[src/rtl/mpsoc_apb2ahb3_pkg.sv]
// ---------------------------------------------------------------------------
// mpsoc_apb2ahb3_pkg
// Shared types and constants for the APB-slave to AHB3-Lite-master bridge:
//   - state_t            : bridge FSM states
//   - HTRANS_* / HSIZE_* : AHB3-Lite encodings used by the bridge
//   - HBURST_SINGLE      : the only burst type the bridge issues
// Optional feature macro: APB2AHB_TIMEOUT_EN adds the DRAIN state.
// ---------------------------------------------------------------------------
package mpsoc_apb2ahb3_pkg;

`ifdef APB2AHB_TIMEOUT_EN
    typedef enum logic [2:0] {
        IDLE  = 3'd0,
        ADDR  = 3'd1,
        DATA  = 3'd2,
        RESP  = 3'd3,
        DRAIN = 3'd4
    } state_t;
`else
    typedef enum logic [2:0] {
        IDLE  = 3'd0,
        ADDR  = 3'd1,
        DATA  = 3'd2,
        RESP  = 3'd3
    } state_t;
`endif

    localparam logic [1:0] HTRANS_IDLE   = 2'b00;
    localparam logic [1:0] HTRANS_NONSEQ = 2'b10;

    localparam logic [2:0] HSIZE_BYTE = 3'b000;
    localparam logic [2:0] HSIZE_HALF = 3'b001;
    localparam logic [2:0] HSIZE_WORD = 3'b010;

    localparam logic [2:0] HBURST_SINGLE = 3'b000;

endpackage

[src/rtl/mpsoc_apb2ahb3_bridge_if.sv]
// ---------------------------------------------------------------------------
// Bus interfaces for mpsoc_apb2ahb3_bridge.
//   mpsoc_apb2ahb3_apb_if : APB bus (PSEL, PENABLE, PWRITE, PPROT, PSTRB,
//                           PADDR, PWDATA, PRDATA, PREADY, PSLVERR)
//       modport master : drives the request, receives the response
//       modport slave  : the bridge side
//   mpsoc_apb2ahb3_ahb_if : AHB3-Lite bus (HADDR, HWDATA, HRDATA, HWRITE,
//                           HSIZE, HBURST, HPROT, HTRANS, HMASTLOCK, HREADY,
//                           HRESP)
//       modport master : the bridge side
//       modport slave  : memory / peripheral side
// ---------------------------------------------------------------------------
interface mpsoc_apb2ahb3_apb_if #(
    parameter int PADDR_SIZE = 16,
    parameter int PDATA_SIZE = 32
);
    logic                    PSEL;
    logic                    PENABLE;
    logic                    PWRITE;
    logic [2:0]              PPROT;
    logic [PDATA_SIZE/8-1:0] PSTRB;
    logic [PADDR_SIZE-1:0]   PADDR;
    logic [PDATA_SIZE-1:0]   PWDATA;
    logic [PDATA_SIZE-1:0]   PRDATA;
    logic                    PREADY;
    logic                    PSLVERR;

    modport master (
        output PSEL, PENABLE, PWRITE, PPROT, PSTRB, PADDR, PWDATA,
        input  PRDATA, PREADY, PSLVERR
    );

    modport slave (
        input  PSEL, PENABLE, PWRITE, PPROT, PSTRB, PADDR, PWDATA,
        output PRDATA, PREADY, PSLVERR
    );
endinterface

interface mpsoc_apb2ahb3_ahb_if #(
    parameter int HADDR_SIZE = 32,
    parameter int HDATA_SIZE = 32
);
    logic [HADDR_SIZE-1:0] HADDR;
    logic [HDATA_SIZE-1:0] HWDATA;
    logic [HDATA_SIZE-1:0] HRDATA;
    logic                  HWRITE;
    logic [2:0]            HSIZE;
    logic [2:0]            HBURST;
    logic [3:0]            HPROT;
    logic [1:0]            HTRANS;
    logic                  HMASTLOCK;
    logic                  HREADY;
    logic                  HRESP;

    modport master (
        output HADDR, HWDATA, HWRITE, HSIZE, HBURST, HPROT, HTRANS, HMASTLOCK,
        input  HRDATA, HREADY, HRESP
    );

    modport slave (
        input  HADDR, HWDATA, HWRITE, HSIZE, HBURST, HPROT, HTRANS, HMASTLOCK,
        output HRDATA, HREADY, HRESP
    );
endinterface

[src/rtl/mpsoc_apb2ahb3_strb_decode.sv]
// ---------------------------------------------------------------------------
// mpsoc_apb2ahb3_strb_decode
// Combinational map from APB write strobes to an AHB transfer shape.
//   pwrite  in  : access direction (reads are always full-word)
//   pstrb   in  : APB byte strobes
//   hsize   out : AHB transfer size
//   lane    out : HADDR[1:0] for the transfer
//   illegal out : strobe pattern has no single AHB equivalent
//   no_xfer out : write with no strobes; complete without touching AHB
// ---------------------------------------------------------------------------
module mpsoc_apb2ahb3_strb_decode
    import mpsoc_apb2ahb3_pkg::*;
(
    input  logic       pwrite,
    input  logic [3:0] pstrb,
    output logic [2:0] hsize,
    output logic [1:0] lane,
    output logic       illegal,
    output logic       no_xfer
);

    always_comb begin
        hsize   = HSIZE_WORD;
        lane    = 2'b00;
        illegal = 1'b0;
        no_xfer = 1'b0;
        if (pwrite) begin
            case (pstrb)
                4'b0000: no_xfer = 1'b1;
                4'b1111: hsize   = HSIZE_WORD;
                4'b0001: begin hsize = HSIZE_BYTE; lane = 2'd0; end
                4'b0010: begin hsize = HSIZE_BYTE; lane = 2'd1; end
                4'b0100: begin hsize = HSIZE_BYTE; lane = 2'd2; end
                4'b1000: begin hsize = HSIZE_BYTE; lane = 2'd3; end
                4'b0011: begin hsize = HSIZE_HALF; lane = 2'd0; end
                4'b1100: begin hsize = HSIZE_HALF; lane = 2'd2; end
                default: illegal = 1'b1;
            endcase
        end
    end

endmodule

[src/rtl/mpsoc_apb2ahb3_bridge.sv]
// ---------------------------------------------------------------------------
// mpsoc_apb2ahb3_bridge
// APB slave that replays each access as one AHB3-Lite SINGLE/NONSEQ transfer.
//   HCLK   in : clock
//   HRESET in : synchronous active-high reset
//   apb       : APB slave port  (mpsoc_apb2ahb3_apb_if.slave)
//   ahb       : AHB master port (mpsoc_apb2ahb3_ahb_if.master)
// All outputs are registered. Zero-wait AHB gives two APB wait states.
// Optional macro APB2AHB_TIMEOUT_EN: bounds the data phase to TIMEOUT cycles,
// then answers PSLVERR and drains the stuck AHB transfer before new work.
// ---------------------------------------------------------------------------
module mpsoc_apb2ahb3_bridge
    import mpsoc_apb2ahb3_pkg::*;
#(
    parameter int                    HADDR_SIZE = 32,
    parameter int                    HDATA_SIZE = 32,
    parameter int                    PADDR_SIZE = 16,
    parameter int                    PDATA_SIZE = 32,
    parameter logic [HADDR_SIZE-1:0] HADDR_BASE = '0,
    parameter int                    TIMEOUT    = 255
) (
    input  logic                 HCLK,
    input  logic                 HRESET,
    mpsoc_apb2ahb3_apb_if.slave  apb,
    mpsoc_apb2ahb3_ahb_if.master ahb
);

    state_t                  state_reg, state_next;
    logic [HADDR_SIZE-1:0]   haddr_reg, haddr_next;
    logic [HDATA_SIZE-1:0]   hwdata_reg, hwdata_next;
    logic                    hwrite_reg, hwrite_next;
    logic [2:0]              hsize_reg, hsize_next;
    logic [3:0]              hprot_reg, hprot_next;
    logic [1:0]              htrans_reg, htrans_next;
    logic [PDATA_SIZE-1:0]   prdata_reg, prdata_next;
    logic                    pready_reg, pready_next;
    logic                    pslverr_reg, pslverr_next;

    logic [2:0]              dec_hsize;
    logic [1:0]              dec_lane;
    logic                    dec_illegal;
    logic                    dec_no_xfer;
    logic                    setup;
    logic [HADDR_SIZE-1:0]   haddr_new;

    // PPROT[1] (secure/non-secure) has no AHB3-Lite counterpart.
    logic                    unused_pprot1;
    assign unused_pprot1 = apb.PPROT[1];

    mpsoc_apb2ahb3_strb_decode u_strb_decode (
        .pwrite  (apb.PWRITE),
        .pstrb   (apb.PSTRB),
        .hsize   (dec_hsize),
        .lane    (dec_lane),
        .illegal (dec_illegal),
        .no_xfer (dec_no_xfer)
    );

    assign haddr_new = HADDR_BASE | HADDR_SIZE'({apb.PADDR[PADDR_SIZE-1:2], dec_lane});

`ifdef APB2AHB_TIMEOUT_EN
    localparam int CNT_W = $clog2(TIMEOUT + 1);

    logic [CNT_W-1:0] cnt_reg, cnt_next;
    logic             timed_out_reg, timed_out_next;
    logic             stall_reg, stall_next;

    // A setup that arrived while draining has already moved on to its
    // access phase (PENABLE=1); stall_reg lets IDLE still pick it up.
    assign setup = apb.PSEL & (~apb.PENABLE | stall_reg);

    always_ff @(posedge HCLK) begin
        if (HRESET) begin
            cnt_reg       <= '0;
            timed_out_reg <= 1'b0;
            stall_reg     <= 1'b0;
        end else begin
            cnt_reg       <= cnt_next;
            timed_out_reg <= timed_out_next;
            stall_reg     <= stall_next;
        end
    end
`else
    localparam int unused_timeout = TIMEOUT;

    assign setup = apb.PSEL & ~apb.PENABLE;
`endif

    always_ff @(posedge HCLK) begin
        if (HRESET) begin
            state_reg   <= IDLE;
            haddr_reg   <= '0;
            hwdata_reg  <= '0;
            hwrite_reg  <= 1'b0;
            hsize_reg   <= HSIZE_WORD;
            hprot_reg   <= 4'b0000;
            htrans_reg  <= HTRANS_IDLE;
            prdata_reg  <= '0;
            pready_reg  <= 1'b0;
            pslverr_reg <= 1'b0;
        end else begin
            state_reg   <= state_next;
            haddr_reg   <= haddr_next;
            hwdata_reg  <= hwdata_next;
            hwrite_reg  <= hwrite_next;
            hsize_reg   <= hsize_next;
            hprot_reg   <= hprot_next;
            htrans_reg  <= htrans_next;
            prdata_reg  <= prdata_next;
            pready_reg  <= pready_next;
            pslverr_reg <= pslverr_next;
        end
    end

    always_comb begin
        state_next   = state_reg;
        haddr_next   = haddr_reg;
        hwdata_next  = hwdata_reg;
        hwrite_next  = hwrite_reg;
        hsize_next   = hsize_reg;
        hprot_next   = hprot_reg;
        htrans_next  = HTRANS_IDLE;
        prdata_next  = prdata_reg;
        pready_next  = 1'b0;
        pslverr_next = 1'b0;
`ifdef APB2AHB_TIMEOUT_EN
        cnt_next       = cnt_reg;
        timed_out_next = timed_out_reg;
        stall_next     = stall_reg;
`endif
        case (state_reg)
            IDLE: begin
                if (setup) begin
`ifdef APB2AHB_TIMEOUT_EN
                    stall_next = 1'b0;
`endif
                    if (dec_illegal || dec_no_xfer) begin
                        // Answer immediately; the AHB bus is not touched.
                        state_next   = RESP;
                        pready_next  = 1'b1;
                        pslverr_next = dec_illegal;
                    end else begin
                        state_next  = ADDR;
                        htrans_next = HTRANS_NONSEQ;
                        haddr_next  = haddr_new;
                        hwrite_next = apb.PWRITE;
                        hsize_next  = dec_hsize;
                        hprot_next  = {2'b00, apb.PPROT[0], ~apb.PPROT[2]};
                        // Write data goes out unchanged on every lane.
                        if (apb.PWRITE) begin
                            hwdata_next = HDATA_SIZE'(apb.PWDATA);
                        end
                    end
                end
            end
            ADDR: begin
                if (ahb.HREADY) begin
                    state_next = DATA;
`ifdef APB2AHB_TIMEOUT_EN
                    cnt_next   = '0;
`endif
                end else begin
                    htrans_next = HTRANS_NONSEQ;
                end
            end
            DATA: begin
                // The first cycle of an ERROR response has HREADY=0 and is
                // just another wait; HRESP is taken on the completing cycle.
                if (ahb.HREADY) begin
                    state_next   = RESP;
                    pready_next  = 1'b1;
                    pslverr_next = ahb.HRESP;
                    if (!hwrite_reg) begin
                        prdata_next = PDATA_SIZE'(ahb.HRDATA);
                    end
                end
`ifdef APB2AHB_TIMEOUT_EN
                else if (cnt_reg == CNT_W'(TIMEOUT - 1)) begin
                    state_next     = RESP;
                    pready_next    = 1'b1;
                    pslverr_next   = 1'b1;
                    timed_out_next = 1'b1;
                end else begin
                    cnt_next = cnt_reg + 1'b1;
                end
`endif
            end
            RESP: begin
                state_next = IDLE;
`ifdef APB2AHB_TIMEOUT_EN
                // The abandoned data phase may finish during this very cycle.
                if (timed_out_reg) begin
                    timed_out_next = 1'b0;
                    if (!ahb.HREADY) begin
                        state_next = DRAIN;
                    end
                end
`endif
            end
`ifdef APB2AHB_TIMEOUT_EN
            DRAIN: begin
                if (apb.PSEL) begin
                    stall_next = 1'b1;
                end
                if (ahb.HREADY) begin
                    state_next = IDLE;
                end
            end
`endif
            default: state_next = IDLE;
        endcase
    end

    assign ahb.HADDR     = haddr_reg;
    assign ahb.HWDATA    = hwdata_reg;
    assign ahb.HWRITE    = hwrite_reg;
    assign ahb.HSIZE     = hsize_reg;
    assign ahb.HBURST    = HBURST_SINGLE;
    assign ahb.HPROT     = hprot_reg;
    assign ahb.HTRANS    = htrans_reg;
    assign ahb.HMASTLOCK = 1'b0;
    assign apb.PRDATA    = prdata_reg;
    assign apb.PREADY    = pready_reg;
    assign apb.PSLVERR   = pslverr_reg;

endmodule
[src/flat_wrapper.sv]
// flat-port wrapper written by rule: the top's interface ports become plain ports
module mpsoc_apb2ahb3_bridge_flat import mpsoc_apb2ahb3_pkg::*;
#(
    parameter int                    HADDR_SIZE = 32,
    parameter int                    HDATA_SIZE = 32,
    parameter int                    PADDR_SIZE = 16,
    parameter int                    PDATA_SIZE = 32,
    parameter logic [HADDR_SIZE-1:0] HADDR_BASE = '0,
    parameter int                    TIMEOUT    = 255
)
  (HCLK, HRESET, apb_PSEL, apb_PENABLE, apb_PWRITE, apb_PPROT, apb_PSTRB, apb_PADDR, apb_PWDATA, apb_PRDATA, apb_PREADY, apb_PSLVERR, ahb_HADDR, ahb_HWDATA, ahb_HWRITE, ahb_HSIZE, ahb_HBURST, ahb_HPROT, ahb_HTRANS, ahb_HMASTLOCK, ahb_HRDATA, ahb_HREADY, ahb_HRESP);
  mpsoc_apb2ahb3_apb_if #(.PADDR_SIZE(PADDR_SIZE), .PDATA_SIZE(PDATA_SIZE)) apb_i ();
  mpsoc_apb2ahb3_ahb_if #(.HADDR_SIZE(HADDR_SIZE), .HDATA_SIZE(HDATA_SIZE)) ahb_i ();
  input  logic HCLK;
  input  logic HRESET;
  input wire logic [$bits(apb_i.PSEL)-1:0] apb_PSEL;
  input wire logic [$bits(apb_i.PENABLE)-1:0] apb_PENABLE;
  input wire logic [$bits(apb_i.PWRITE)-1:0] apb_PWRITE;
  input wire logic [$bits(apb_i.PPROT)-1:0] apb_PPROT;
  input wire logic [$bits(apb_i.PSTRB)-1:0] apb_PSTRB;
  input wire logic [$bits(apb_i.PADDR)-1:0] apb_PADDR;
  input wire logic [$bits(apb_i.PWDATA)-1:0] apb_PWDATA;
  output wire logic [$bits(apb_i.PRDATA)-1:0] apb_PRDATA;
  output wire logic [$bits(apb_i.PREADY)-1:0] apb_PREADY;
  output wire logic [$bits(apb_i.PSLVERR)-1:0] apb_PSLVERR;
  output wire logic [$bits(ahb_i.HADDR)-1:0] ahb_HADDR;
  output wire logic [$bits(ahb_i.HWDATA)-1:0] ahb_HWDATA;
  output wire logic [$bits(ahb_i.HWRITE)-1:0] ahb_HWRITE;
  output wire logic [$bits(ahb_i.HSIZE)-1:0] ahb_HSIZE;
  output wire logic [$bits(ahb_i.HBURST)-1:0] ahb_HBURST;
  output wire logic [$bits(ahb_i.HPROT)-1:0] ahb_HPROT;
  output wire logic [$bits(ahb_i.HTRANS)-1:0] ahb_HTRANS;
  output wire logic [$bits(ahb_i.HMASTLOCK)-1:0] ahb_HMASTLOCK;
  input wire logic [$bits(ahb_i.HRDATA)-1:0] ahb_HRDATA;
  input wire logic [$bits(ahb_i.HREADY)-1:0] ahb_HREADY;
  input wire logic [$bits(ahb_i.HRESP)-1:0] ahb_HRESP;
  assign apb_i.PSEL = apb_PSEL;
  assign apb_i.PENABLE = apb_PENABLE;
  assign apb_i.PWRITE = apb_PWRITE;
  assign apb_i.PPROT = apb_PPROT;
  assign apb_i.PSTRB = apb_PSTRB;
  assign apb_i.PADDR = apb_PADDR;
  assign apb_i.PWDATA = apb_PWDATA;
  assign apb_PRDATA = apb_i.PRDATA;
  assign apb_PREADY = apb_i.PREADY;
  assign apb_PSLVERR = apb_i.PSLVERR;
  assign ahb_HADDR = ahb_i.HADDR;
  assign ahb_HWDATA = ahb_i.HWDATA;
  assign ahb_HWRITE = ahb_i.HWRITE;
  assign ahb_HSIZE = ahb_i.HSIZE;
  assign ahb_HBURST = ahb_i.HBURST;
  assign ahb_HPROT = ahb_i.HPROT;
  assign ahb_HTRANS = ahb_i.HTRANS;
  assign ahb_HMASTLOCK = ahb_i.HMASTLOCK;
  assign ahb_i.HRDATA = ahb_HRDATA;
  assign ahb_i.HREADY = ahb_HREADY;
  assign ahb_i.HRESP = ahb_HRESP;
  mpsoc_apb2ahb3_bridge #(.HADDR_SIZE(HADDR_SIZE), .HDATA_SIZE(HDATA_SIZE), .PADDR_SIZE(PADDR_SIZE), .PDATA_SIZE(PDATA_SIZE), .HADDR_BASE(HADDR_BASE), .TIMEOUT(TIMEOUT)) u_core (.HCLK(HCLK), .HRESET(HRESET), .apb(apb_i), .ahb(ahb_i));
endmodule
[config.mk]
export PLATFORM = sky130hd
export DESIGN_NAME = mpsoc_apb2ahb3_bridge_flat
export DESIGN_NICKNAME = d
export VERILOG_FILES = /design/src/rtl/mpsoc_apb2ahb3_pkg.sv /design/src/rtl/mpsoc_apb2ahb3_bridge_if.sv /design/src/rtl/mpsoc_apb2ahb3_strb_decode.sv /design/src/rtl/mpsoc_apb2ahb3_bridge.sv /design/src/flat_wrapper.sv
export SDC_FILE = /design/constraint.sdc
export NUM_CORES = 1
export LEC_CHECK = 0
export CAP_MARGIN = 20
export CORE_ASPECT_RATIO = 0.9
export CORE_MARGIN = 2
export CORE_UTILIZATION = 40
export CTS_BUF_LIST = sky130_fd_sc_hd__clkbuf_2
export CTS_CLUSTER_DIAMETER = 50
export DETAILED_ROUTE_END_ITERATION = 7
export DONT_BUFFER_PORTS = 1
export PLACE_DENSITY_LB_ADDON = 0.12
export SYNTH_ARGS = -nofsm -noshare
export SYNTH_HDL_FRONTEND = slang
export SYNTH_SLANG_ARGS = --single-unit
[constraint.sdc]
create_clock -name HCLK -period 2.33 [get_ports HCLK]
set_input_delay 0.466 -clock HCLK [delete_from_list [all_inputs] [get_ports HCLK]]
set_output_delay 0.466 -clock HCLK [all_outputs]
set_load 0.03 [all_outputs]
==> qor.yml <==
finish:
  final_cell_mix: "159 x nand2_1, 90 x dfxtp_1, 80 x dlygate4sd3_1"
  drive_gt1_frac: 0.0632
  nNetsFinal: 615
  antennaDiodeCount: 0
  n_fill_cell: 851
  final_area_um2: 4780
  layout_commonest_cell: "nand2_1"
  areaGrowthSynthToFinish_pct: 25.0
timing:
  period_share: 0.875
  rsz0062_at_grt: "false"
  layout_min_cycle_time_ps: 2040
  hold_viol: 0
  drv_slew: 0
  relSlewSlack: 0.611
  setup_viol: 0
  setup_tns_ps: 0
  tightest_slew_ps: 583
  fmax_ghz: 0.490
  clock_skew_ps: 20.6
floorplanning:
  io_pins: 206
  start_util: 0.416
  core_um2: 9210
  fp-row-count: 33
  die_h_um: 96.8
  dieArea_um2: 10400
  chipWidth_um: 107
power:
  powerDensity_nw_per_um2: 771
  max-vdd-ir-drop_mv: 0.363
  leakage_uw: 0.00179
clocking:
  cts_tree: "built"
  numCtsBuffers: 9
  cts_setup_buffers: 0
  clock_sinks: 90
  clkSlewWorstSetupHoldPaths_ps: 240
  cts_root_buf: "clkbuf_2"
  cts.path.max_buffers: 2
  cts_max_level: 3
  clkLatencyLatePin_ps: 530
grt:
  grt_max_degree: 49
  grt_pass1_vias: 2819
  grt_usage: 0.171
  grt_pass1_wl_mm: 14.0
  overflow: 0
  grt_antenna_before_repair: 0
drt:
  viasPerCell: 4.76
  wl_per_cell_um: 14.6
  routed_wl_mm: 9.37
  drc_errors: 0
  drtAntennaViolNets: 0
  drtIter0Drc: 145
  wl_met2_mm: 4.43
  firstDrtPassIters: 4
  wl_met3_um: 996
  dr_total_vias: 3067
  top_layer: "met4"
  wl_met1_mm: 3.78
logic_synthesis:
  synth_top_flop_cell: "dfxtp_1"
  async_flop_share: 0
  synth_edf_count: 0
  synth_top_family_by_area: "simple AND/OR/NAND/NOR gates"
  synthAdderAreaFrac: 0.0131
  yosys.cell_types.count: 41
  synth-compound-area-share: 0.0860
  postSynthCellCount: 449
  avgSynthCellArea_um2: 8.52
  syn_area_um2: 3830
  yosys_warnings: 0
  synth-seq-area-share: 0.471
  synthMuxAreaShare: 0.137
  synth_area_leaders: "dfxtp_1 47%, nand2_1 16%, mux2i_1 13%, buf_4 5.3%, a21oi_1 5.0%"
  yosys.area_share.xor_xnor: 0.00458
  ys_ff_latch: 90
  yosys.area.top_type_share: 0.471
  yosys.area_share.simple: 0.200
  yosysTopAreaCell: "dfxtp_1"
worst_setup_path:
  required_ps: 2830
  crit_top_cell: "nand2_1"
  start_kind: "flip-flop"
  worst_path_dominant_cell_family: "buffers and inverters"
  critPathBufInv: 2
  path_max_fanout: 32
  cp-end-kind: "flip-flop"
  crit_arrival_ps: 2540
  cp_slowest_cell: "dlygate4sd3_1"
  worstPathCellList: "inv_1 -> ha_1 -> nand2_1 -> or2_4 -> nand2_1 -> a21oi_1 -> dlygate4sd3_1"
  slowest_delay_ps: 550
  setup.worst_path.class: "flip-flop to flip-flop"
outcome:
  outcome: "completed"
placement:
  post_dp_cell_area_um2: 3820
  portBuffers: 0
  routabilityCongestion: 0.787
  dp_hpwl_mm: 5.88
min_path:
  hp-class: "input pin to flip-flop"
run:
  cap_viol_max_count: 0
power by group:
| part | leakage [µW] | total [µW] | internal [µW] | switching (µW) |
|---|---|---|---|---|
| clock network | 0.0000841 | 899 | 357 | 542 |
| registers | 0.000730 | 2020 | 1680 | 341 |
| logic | 0.000971 | 764 | 324 | 440 |
per-layer routing:
layer	vias up	GRT usage
met5	-	0
met4	0	0.0589
met3	12	0.0802
met2	137	0.286
met1	1370	0.190
li1	1548	-
what timing repair did:
action,CTS,global route
resized for setup,0,1
hold endpoints to repair,85,0
hold buffers,81,0
setup endpoints to repair,0,1
cells in the mapped netlist (3+ instances only):
master,n
nand2_1,159
inv_1,6
dfxtp_1,90
nor2_1,14
clkbuf_1,22
mux2i_1,49
a21oi_1,38
buf_4,27
ha_1,4
nand4_1,3
final timing paths:
path	depth (start not counted)	startpoint	to	slack, ps
min reg2reg	2	u_core.state_reg[0]	u_core.state_reg[0]	580
min	2	HRESET	u_core.state_reg[1]	90
max	7	u_core.state_reg[0]	u_core.apb.PRDATA[26]	290
max reg2reg	7	u_core.state_reg[0]	u_core.apb.PRDATA[26]	290
logic make-up (layout without fill, tap and decap cells):
logic type,Yosys count,after routing
buffers and inverters,59,109
AND/OR/NAND/NOR,190,190
AO/OA/AOI/OAI,52,52
flip-flops,90,90
XOR/XNOR,2,2
other,1,24
adder cells (fa/ha/maj),4,4
multiplexers,51,51
layout make-up:
class	instances	area, µm²	share of cell area
tap	122	153	0.0319
clock buffer	9	45.0	0.00942
multi-input combinational	323	1780	0.372
sequential	90	1800	0.377
timing repair buffer	86	883	0.185
clock inverter	7	91.3	0.0191
inverter	7	26.3	0.00550
metrics by stage:
stage                     utilization  hold WS [ps]  power, µW  setup WS [ps]  cells
after global routing            0.519          10.6       3880            136    644
after global placement          0.415           539       2670            430    547
after floorplan                     -           519       2610            449    472
after detailed placement        0.415           546       2680            406    547
final                           0.519          90.0       3690            290    644
after CTS                       0.519          24.2       3730            108    644
worst reg2reg max path, delay by kind of cell (launching register included):
kind,cells,cell delay [ps]
buffers and inverters,2,630
DFF,1,440
AOI/OAI and AO/OA,1,140
adders and majority gates,1,240
and+or+nand+nor,3,590
No activity file was read; power rests on OpenSTA's default activity.
